--- src/rtl/spart_rx_fifo.sv ---
// 16x-oversampled serial receiver feeding a first-word fall-through FIFO of {frame_err, parity_err, data}.
// Define SPART_RX_MAJORITY_EN to decide every sample by a 2-of-3 vote around the sample tick.
module spart_rx_fifo #(
  parameter int DATA_W     = 8,
  parameter int PARITY     = 0,
  parameter int STOP_BITS  = 1,
  parameter int FIFO_DEPTH = 4
) (
  input  logic              clk,
  input  logic              rst,
  input  logic              enable,
  input  logic              rxd,
  input  logic              rd,
  output logic [DATA_W-1:0] data,
  output logic              rda,
  output logic              parity_err,
  output logic              frame_err,
  output logic              overrun
);
  localparam int AW = (FIFO_DEPTH > 1) ? $clog2(FIFO_DEPTH) : 1;
  localparam int EW = DATA_W + 2;
  localparam logic [AW:0] CNT_ONE  = (AW+1)'(1);
  localparam logic [AW:0] CNT_FULL = (AW+1)'(FIFO_DEPTH);

  typedef enum logic [2:0] {IDLE, START, DATA, PAR, STOP} state_t;

  state_t              state, state_nx;
  logic                sync1, sync2, prev;
  logic [3:0]          cnt, bits;
  logic [DATA_W-1:0]   shreg;
  logic                perr, ferr;
  logic                smp_en, smp_val, push;

`ifdef SPART_RX_MAJORITY_EN
  // m0/m1 hold the two early votes; pend marks that the deciding tick 0 belongs to the current bit.
  logic m0, m1, pend;

  always_comb begin
    smp_en  = 1'b0;
    smp_val = (m0 & m1) | (m0 & sync2) | (m1 & sync2);
    if (enable) begin
      case (state)
        START:          smp_en = (cnt == 4'd8);
        DATA, PAR, STOP: smp_en = pend && (cnt == 4'd0);
        default:        smp_en = 1'b0;
      endcase
    end
  end

  always_ff @(posedge clk) begin
    if (!rst) begin
      m0   <= 1'b1;
      m1   <= 1'b1;
      pend <= 1'b0;
    end else if (enable) begin
      if (state == IDLE) begin
        pend <= 1'b0;
      end else if (state == START) begin
        if (cnt == 4'd6) m0 <= sync2;
        if (cnt == 4'd7) m1 <= sync2;
      end else begin
        if (cnt == 4'd14) m0 <= sync2;
        if (cnt == 4'd15) begin
          m1   <= sync2;
          pend <= 1'b1;
        end else if (cnt == 4'd0) begin
          pend <= 1'b0;
        end
      end
    end
  end
`else
  always_comb begin
    smp_val = sync2;
    smp_en  = 1'b0;
    if (enable) begin
      case (state)
        START:           smp_en = (cnt == 4'd7);
        DATA, PAR, STOP: smp_en = (cnt == 4'd15);
        default:         smp_en = 1'b0;
      endcase
    end
  end
`endif

  always_comb begin
    state_nx = state;
    push     = 1'b0;
    case (state)
      IDLE:  if (enable && !sync2 && prev) state_nx = START;
      START: if (smp_en) state_nx = smp_val ? IDLE : DATA;
      DATA:  if (smp_en && bits == 4'(DATA_W-1)) state_nx = (PARITY != 0) ? PAR : STOP;
      PAR:   if (smp_en) state_nx = STOP;
      STOP:  if (smp_en && bits == 4'(STOP_BITS-1)) begin
               state_nx = IDLE;
               push     = 1'b1;
             end
      default: state_nx = IDLE;
    endcase
  end

  always_ff @(posedge clk) begin
    if (!rst) begin
      state <= IDLE;
      sync1 <= 1'b1;
      sync2 <= 1'b1;
      prev  <= 1'b1;
      cnt   <= '0;
      bits  <= '0;
      shreg <= '0;
      perr  <= 1'b0;
      ferr  <= 1'b0;
    end else begin
      sync1 <= rxd;
      sync2 <= sync1;
      state <= state_nx;
      if (enable) begin
        prev <= sync2;
        cnt  <= cnt + 4'd1;
        // Counter restarts both at start detection and at the start-bit decision.
        if (state == IDLE || (state == START && smp_en)) begin
          cnt  <= '0;
          bits <= '0;
          perr <= 1'b0;
          ferr <= 1'b0;
        end
      end
      if (smp_en) begin
        case (state)
          DATA: begin
            shreg <= {smp_val, shreg[DATA_W-1:1]};
            bits  <= (bits == 4'(DATA_W-1)) ? 4'd0 : bits + 4'd1;
          end
          PAR:  perr <= smp_val ^ (^shreg) ^ (PARITY == 2);
          STOP: begin
            bits <= bits + 4'd1;
            if (!smp_val) ferr <= 1'b1;
          end
          default: ;
        endcase
      end
    end
  end

  logic [EW-1:0] mem [FIFO_DEPTH];
  logic [AW-1:0] wptr, rptr;
  logic [AW:0]   count;
  logic          full, do_push, do_pop;
  logic [EW-1:0] head;

  assign full    = (count == CNT_FULL);
  assign rda     = (count != '0);
  // A full FIFO still accepts the frame when the head leaves on the same clk.
  assign do_push = push && (!full || rd);
  assign do_pop  = rd && rda;
  assign head    = mem[rptr];

  always_ff @(posedge clk) begin
    if (do_push) mem[wptr] <= {ferr | ~smp_val, perr, shreg};
  end

  always_ff @(posedge clk) begin
    if (!rst) begin
      wptr    <= '0;
      rptr    <= '0;
      count   <= '0;
      overrun <= 1'b0;
    end else begin
      if (do_push) wptr <= wptr + AW'(1);
      if (do_pop)  rptr <= rptr + AW'(1);
      case ({do_push, do_pop})
        2'b10:   count <= count + CNT_ONE;
        2'b01:   count <= count - CNT_ONE;
        default: ;
      endcase
      if (push && full && !rd)
        overrun <= 1'b1;
      else if (do_pop && !do_push && count == CNT_ONE)
        overrun <= 1'b0;
    end
  end

  assign data       = rda ? head[DATA_W-1:0] : '0;
  assign parity_err = rda & head[DATA_W];
  assign frame_err  = rda & head[DATA_W+1];
endmodule

--- config.mk ---
export PLATFORM = sky130hd
export DESIGN_NAME = spart_rx_fifo
export DESIGN_NICKNAME = d
export VERILOG_FILES = /design/src/rtl/spart_rx_fifo.sv
export SDC_FILE = /design/constraint.sdc
export NUM_CORES = 1
export LEC_CHECK = 0
export CAP_MARGIN = 20
export CORE_ASPECT_RATIO = 1.75
export CORE_MARGIN = 3
export CORE_UTILIZATION = 53
export CTS_CLUSTER_SIZE = 12
export DETAILED_ROUTE_END_ITERATION = 10
export PLACE_DENSITY = 0.81
export SKIP_LAST_GASP = 1
export SLEW_MARGIN = 20
export SYNTH_ARGS = -nofsm -noshare
export SYNTH_HDL_FRONTEND = slang
export SYNTH_SLANG_ARGS = --single-unit
--- constraint.sdc ---
create_clock -name clk -period 2.5 [get_ports clk]
set_input_delay 0.375 -clock clk [delete_from_list [all_inputs] [get_ports clk]]
set_output_delay 0.375 -clock clk [all_outputs]
set_load 0.03 [all_outputs]
# After elaboration in Yosys (flattened, before gate mapping)
# Memory sizes are Yosys's and may differ from the RTL's. A register that Yosys moved wholly into a read port is not among the register bits.
# Cells that the tools add are included.
# word_totals
register_bits	32
latchBits	0
ram_bits	40
rom_bits	0
in_bits	5
out_inout_bits	12
wordCells	101
memories	1
# op_classes
n_addsub	6
multipliers	0
div	0
magnitude_cmp	0
eq_ne	16
n_shift	0
muxes	34
n_bitwise	5
n_reduce_logical	26
# memory_table
memory	depth	width	read_ports	rd_clocked_by_memory_dff	write_ports	line	text
mem	4	10	1	1	1	145	logic [EW-1:0] mem [FIFO_DEPTH];
# ops
cell	count
4-bit two-way mux	5
1-bit two-way mux	16
3-bit two-way mux	5
3-bit one-hot mux with 5 select lines	1
1-bit logical AND	11
2-bit inequality test, second input constant	5
4-bit by 1-bit adder with 4-bit output, second input constant	2
4-bit by 3-bit == test with 1-bit output, second input constant	2
8-bit two-way mux	1
4-bit one-hot mux with 2 select lines	1
8-bit XOR reduction	1
3-bit by 1-bit == test with 1-bit output, second input constant	2
3-bit by 2-bit == test with 1-bit output, second input constant	2
3-bit == test, second input constant	2
2-bit two-way mux	3
3-bit one-hot mux with 2 select lines	1
5-bit AND reduction	1
2-bit by 1-bit adder with 2-bit output, second input constant	2
4-bit == test, second input constant	1
1-bit logical NOT	4
4-bit logical NOT	1
2-bit nonzero test	2
3-bit by 1-bit adder with 3-bit output, second input constant	1
3-bit logical NOT	1
other kinds (12)	14

# Depth between registers and ports, before layout
# depth
word_depth	13
mapped_depth	10
mapped_depth_nobuf	10

# Least setup slack after synthesis
# No wires, ideal clock.
# synth_timing
path_kind	register to register
from	reg bits[0]
to	reg count[2]
t_arrival_ns	2.390
required_time_ns	2.430
setup_slack_ns	0.040
path_stages_with_launch	10
cell_sequence	dfxtp_1 -> inv_1 -> ha_1 -> or3b_4 -> or4_4 -> nor2_1 -> inv_1 -> ha_1 -> or3_1 -> a21oi_1
# synth_between
elab_chain_cells	7
# synth_rtl
element	line	text
start: declaration	29	logic [3:0] cnt, bits;
start signal: assignment	132	bits <= (bits == 4'(DATA_W-1)) ? 4'd0 : bits + 4'd1;
start signal: assignment	136	bits <= bits + 4'd1;
4-bit logical NOT *	94	STOP: if (smp_en && bits == 4'(STOP_BITS-1)) begin
1-bit logical AND *	94	
1-bit two-way mux *	94	
1-bit two-way mux *	89	case (state)
1-bit logical AND *	154	assign do_push = push && (!full || rd);
2-bit by 1-bit == test with 1-bit output / 2-bit == test (equally long branches)	171	case ({do_push, do_pop})
3-bit one-hot mux with 2 select lines / 2-bit nonzero test (equally long branches)	n/a	
end signal: assignment	172	2'b10: count <= count + CNT_ONE;
end signal: assignment	173	2'b01: count <= count - CNT_ONE;
end: declaration	147	logic [AW:0] count;
# Every way passes the cells marked *; elsewhere a longest branch is shown, timed or not.
# A chain may end at the register's enable or synchronous reset.

# Final worst setup path
# layout_timing
from	reg bits[1]
to	reg count[2]
# The elaborated chain is that of the path after synthesis.

==> flow_metrics.env <==
export IMPL_arrival_ns=2.71
export IMPL_worstMarginPinSlew_ns=0.5224
export IMPL_peakVddDrop_mv=0.4619
export IMPL_slew_headroom_pct=65.06
export IMPL_nFillCells=484
export IMPL_die_w_um=65.29
export IMPL_syn2layout_area_growth_pct=19.11
export IMPL_ys_ff_latch=74
export IMPL_clk_pin_slew_ns=0.07
export IMPL_detailed_place_hpwl_um=4061
export IMPL_drc_errors=0
export IMPL_grt_pass1_vias=2102
export IMPL_drt_total_wl_um=5696
export IMPL_port_buffers=16
export IMPL_regArea_um2=1883
export IMPL_initial_utilization_pct=55.03
export IMPL_final_antenna_net_count=0
export IMPL_std_cell_rows=37
export IMPL_io_pins=17
export IMPL_drtPass1Iterations=4
export IMPL_whs_path_depth=1
export IMPL_grt_pass1_wl_um=9639
export IMPL_p_leak_uw=0.001467
export IMPL_yosysWarnings=0
export IMPL_synth_edff_count=40
export IMPL_drt_iter0_drc=54
export IMPL_overflow=0
export IMPL_cp_max_fo=3
export IMPL_fin_area_um2=3884
export IMPL_setup_viol=0
export IMPL_synthCells=252
export IMPL_slew_violations=0
export IMPL_final_hold_violation_count=0
export IMPL_cts_buffers=9
export IMPL_ff2ff_path_depth=9
export IMPL_clkSinkCount=74
export IMPL_yosysTopAreaCellShare_pct=36.84
export IMPL_antenna_found_initial=0
export IMPL_dpl_instance_area_um2=3652
export IMPL_critPathRequiredTime_ns=2.78
export IMPL_ys_top_cells_by_area="edfxtp_1 (37%), dfxtp_1 (21%), mux4_2 (6.9%), ha_1 (4.6%), mux2i_1 (3.7%)"
export IMPL_multiInputGateArea_um2=1314
export IMPL_wire_per_inst_um=15.35
export IMPL_cts_tree="built"
export IMPL_num_antenna_cells=0
export IMPL_drv_cap=0
export IMPL_path_common_cell="inv_1"
export IMPL_synth_fp_nets=269
export IMPL_hold_path_class="reg2reg"
export IMPL_yosysTopAreaCell="edfxtp_1"
export IMPL_critPathLaunchType="register"
export IMPL_core_area_um2=5926
export IMPL_whs_ns=0.4077
export IMPL_cts_root_buf="clkbuf_8"
export IMPL_rsz0062_at_grt="true"
export IMPL_grt_total_usage_pct=18.29
export IMPL_die_area_um2=7166
export IMPL_cts_htree_levels=3
export IMPL_synth_commonest_cells="edfxtp_1 (40), dfxtp_1 (34), nor2_1 (25)"
export IMPL_synthFlopType="edfxtp_1"
export IMPL_via_per_inst=5.423
export IMPL_worstSkewPairLatency_ns=0.35
export IMPL_synth_most_common_cell="edfxtp_1"
export IMPL_cp_cell_sequence="inv_1 -> ha_1 -> or3b_4 -> or4_4 -> nor2_4 -> inv_1 -> ha_2 -> or3_1 -> a21oi_2"
export IMPL_syn_avg_cell_area_um2=12.94
export IMPL_critPathMaxStageDelay_ns=0.52
export IMPL_end_kind="register"
export IMPL_die_y_um=109.8
export IMPL_ys_types=48
export IMPL_clk_path_buf_depth=2
export IMPL_period_share_pct=97.02
export IMPL_fin_nets=305
export IMPL_fin_crit_ns=2.425
export IMPL_netlist_area_um2=3261
export IMPL_drive_above_1_share_pct=19.11
export IMPL_async_reset_ff_share_pct=0
export IMPL_fin_worst_skew_ns=0.007913
export IMPL_power_density_nw_per_um2=719.5
export IMPL_cts_setup_buffers=0
export IMPL_ys_seq_area_share_pct=57.71
export IMPL_worst_setup_path_type="reg2reg"
export IMPL_vias=2012
export IMPL_fmax_mhz=412.3
export IMPL_crit_slowest_cell="or4_4"
export IMPL_grt_max_degree=23
export IMPL_status="finished, final reports clean"
export IMPL_gp_congestion=0.8481
==> worst max-delay path: cells and delay by family, from the launching register on <==
kind	cells	cell delay, ns
AOI/OAI and AO/OA	1	0.13
adders and majority gates	2	0.40
buffers and inverters	2	0.12
DFF	1	0.33
and+or+nand+nor	4	1.38
==> flip-flops by register name, indices dropped and copies added (netlist names), named ones only <==
| signal | count |
|---|---|
| prev | 1 |
| smp_val | 1 |
| overrun | 1 |
| cnt | 4 |
| state | 3 |
| sync1 | 1 |
| perr | 1 |
| wptr | 2 |
| mem | 40 |
| shreg | 8 |
| rptr | 2 |
| count | 3 |
| ferr | 1 |
| bits | 4 |
==> what timing repair did <==
item                       4_1_cts  5_1_grt
hold buffers                     0        0
pin swaps                        0        2
hold endpoints to repair         0        0
gates resized for setup         10        7
setup endpoints to repair       11        4
==> per-layer routing <==
layer | vias up | track usage [%] | wire length [µm]
met5 | - | 0 | 0
met4 | 0 | 9.199 | 133
met3 | 11 | 5.521 | 187
met2 | 29 | 33.79 | 3301
met1 | 985 | 18.01 | 2074
li1 | 987 | - | -
==> area by class of cell <==
| type | count | area share, % |
|---|---|---|
| sequential | 74 | 48.49 |
| multi-input combinational | 159 | 33.83 |
| timing repair buffer | 32 | 8.344 |
| clock buffer | 11 | 3.640 |
| tap | 78 | 2.513 |
| clock inverter | 5 | 2.030 |
| inverter | 12 | 1.160 |
==> cells in the final DEF (no fill, tap or decap), drive strengths merged, types with 3 or more instances in the layout <==
master / netlist / layout
edfxtp: 40 / 40
dfxtp: 34 / 34
nor2: 25 / 25
buf: 4 / 16
inv: 12 / 12
mux2i: 12 / 12
ha: 12 / 12
and2: 11 / 11
clkbuf: 3 / 11
mux4: 10 / 10
nand2: 9 / 9
dlygate4sd2: 0 / 9
xnor2: 8 / 8
nand3: 8 / 8
a21oi: 8 / 8
xor2: 7 / 7
o21ai: 7 / 7
nand2b: 6 / 6
and3: 5 / 5
clkdlybuf4s50: 0 / 5
nand4: 3 / 3
clkinv: 0 / 3
==> logic make-up (layout without fill, tap and decap cells) <==
family                     after synthesis  after routing  share of synthesized area (%)
and+or+nand+nor                         82             82                          14.54
DFF                                     74             74                          57.71
AOI/OAI and AO/OA                       27             27                          5.334
muxes                                   22             22                          10.59
buffers and inverters                   19             60                          2.494
xor gates and xnor gates                16             16                          4.720
adders and majority gates               12             12                          4.605
==> stage by stage <==
stage	util (%)	total power (µW)	instances	setup TNS [ns]	setup WS, ns
floorplan	-	1671	252	0	0.03971
global placement	61.63	1848	355	-0.1212	-0.1084
detailed placement	61.63	1860	355	-0.1539	-0.1265
CTS	65.20	2833	371	-0.06994	-0.06994
global route	65.54	2915	371	-0.04795	-0.04795
finish	65.54	2794	371	0	0.07452
==> final timing paths <==
check | startpoint | to | slack, ns
worst max-delay path | bits[1] | count[2] | 0.07
worst max register to register | bits[1] | count[2] | 0.07
worst min-delay path | sync1 | smp_val | 0.41
worst min register to register | sync1 | smp_val | 0.41
==> report_power, final <==
group / switching [µW] / total [µW] / internal (µW) / leakage, µW
Combinational: 278 / 490 / 211 / 0.000689
Sequential: 14.0 / 1300 / 1290 / 0.000665
Clock: 417 / 1000 / 587 / 0.000113
Note: power is estimated with default switching activity, not from simulation.
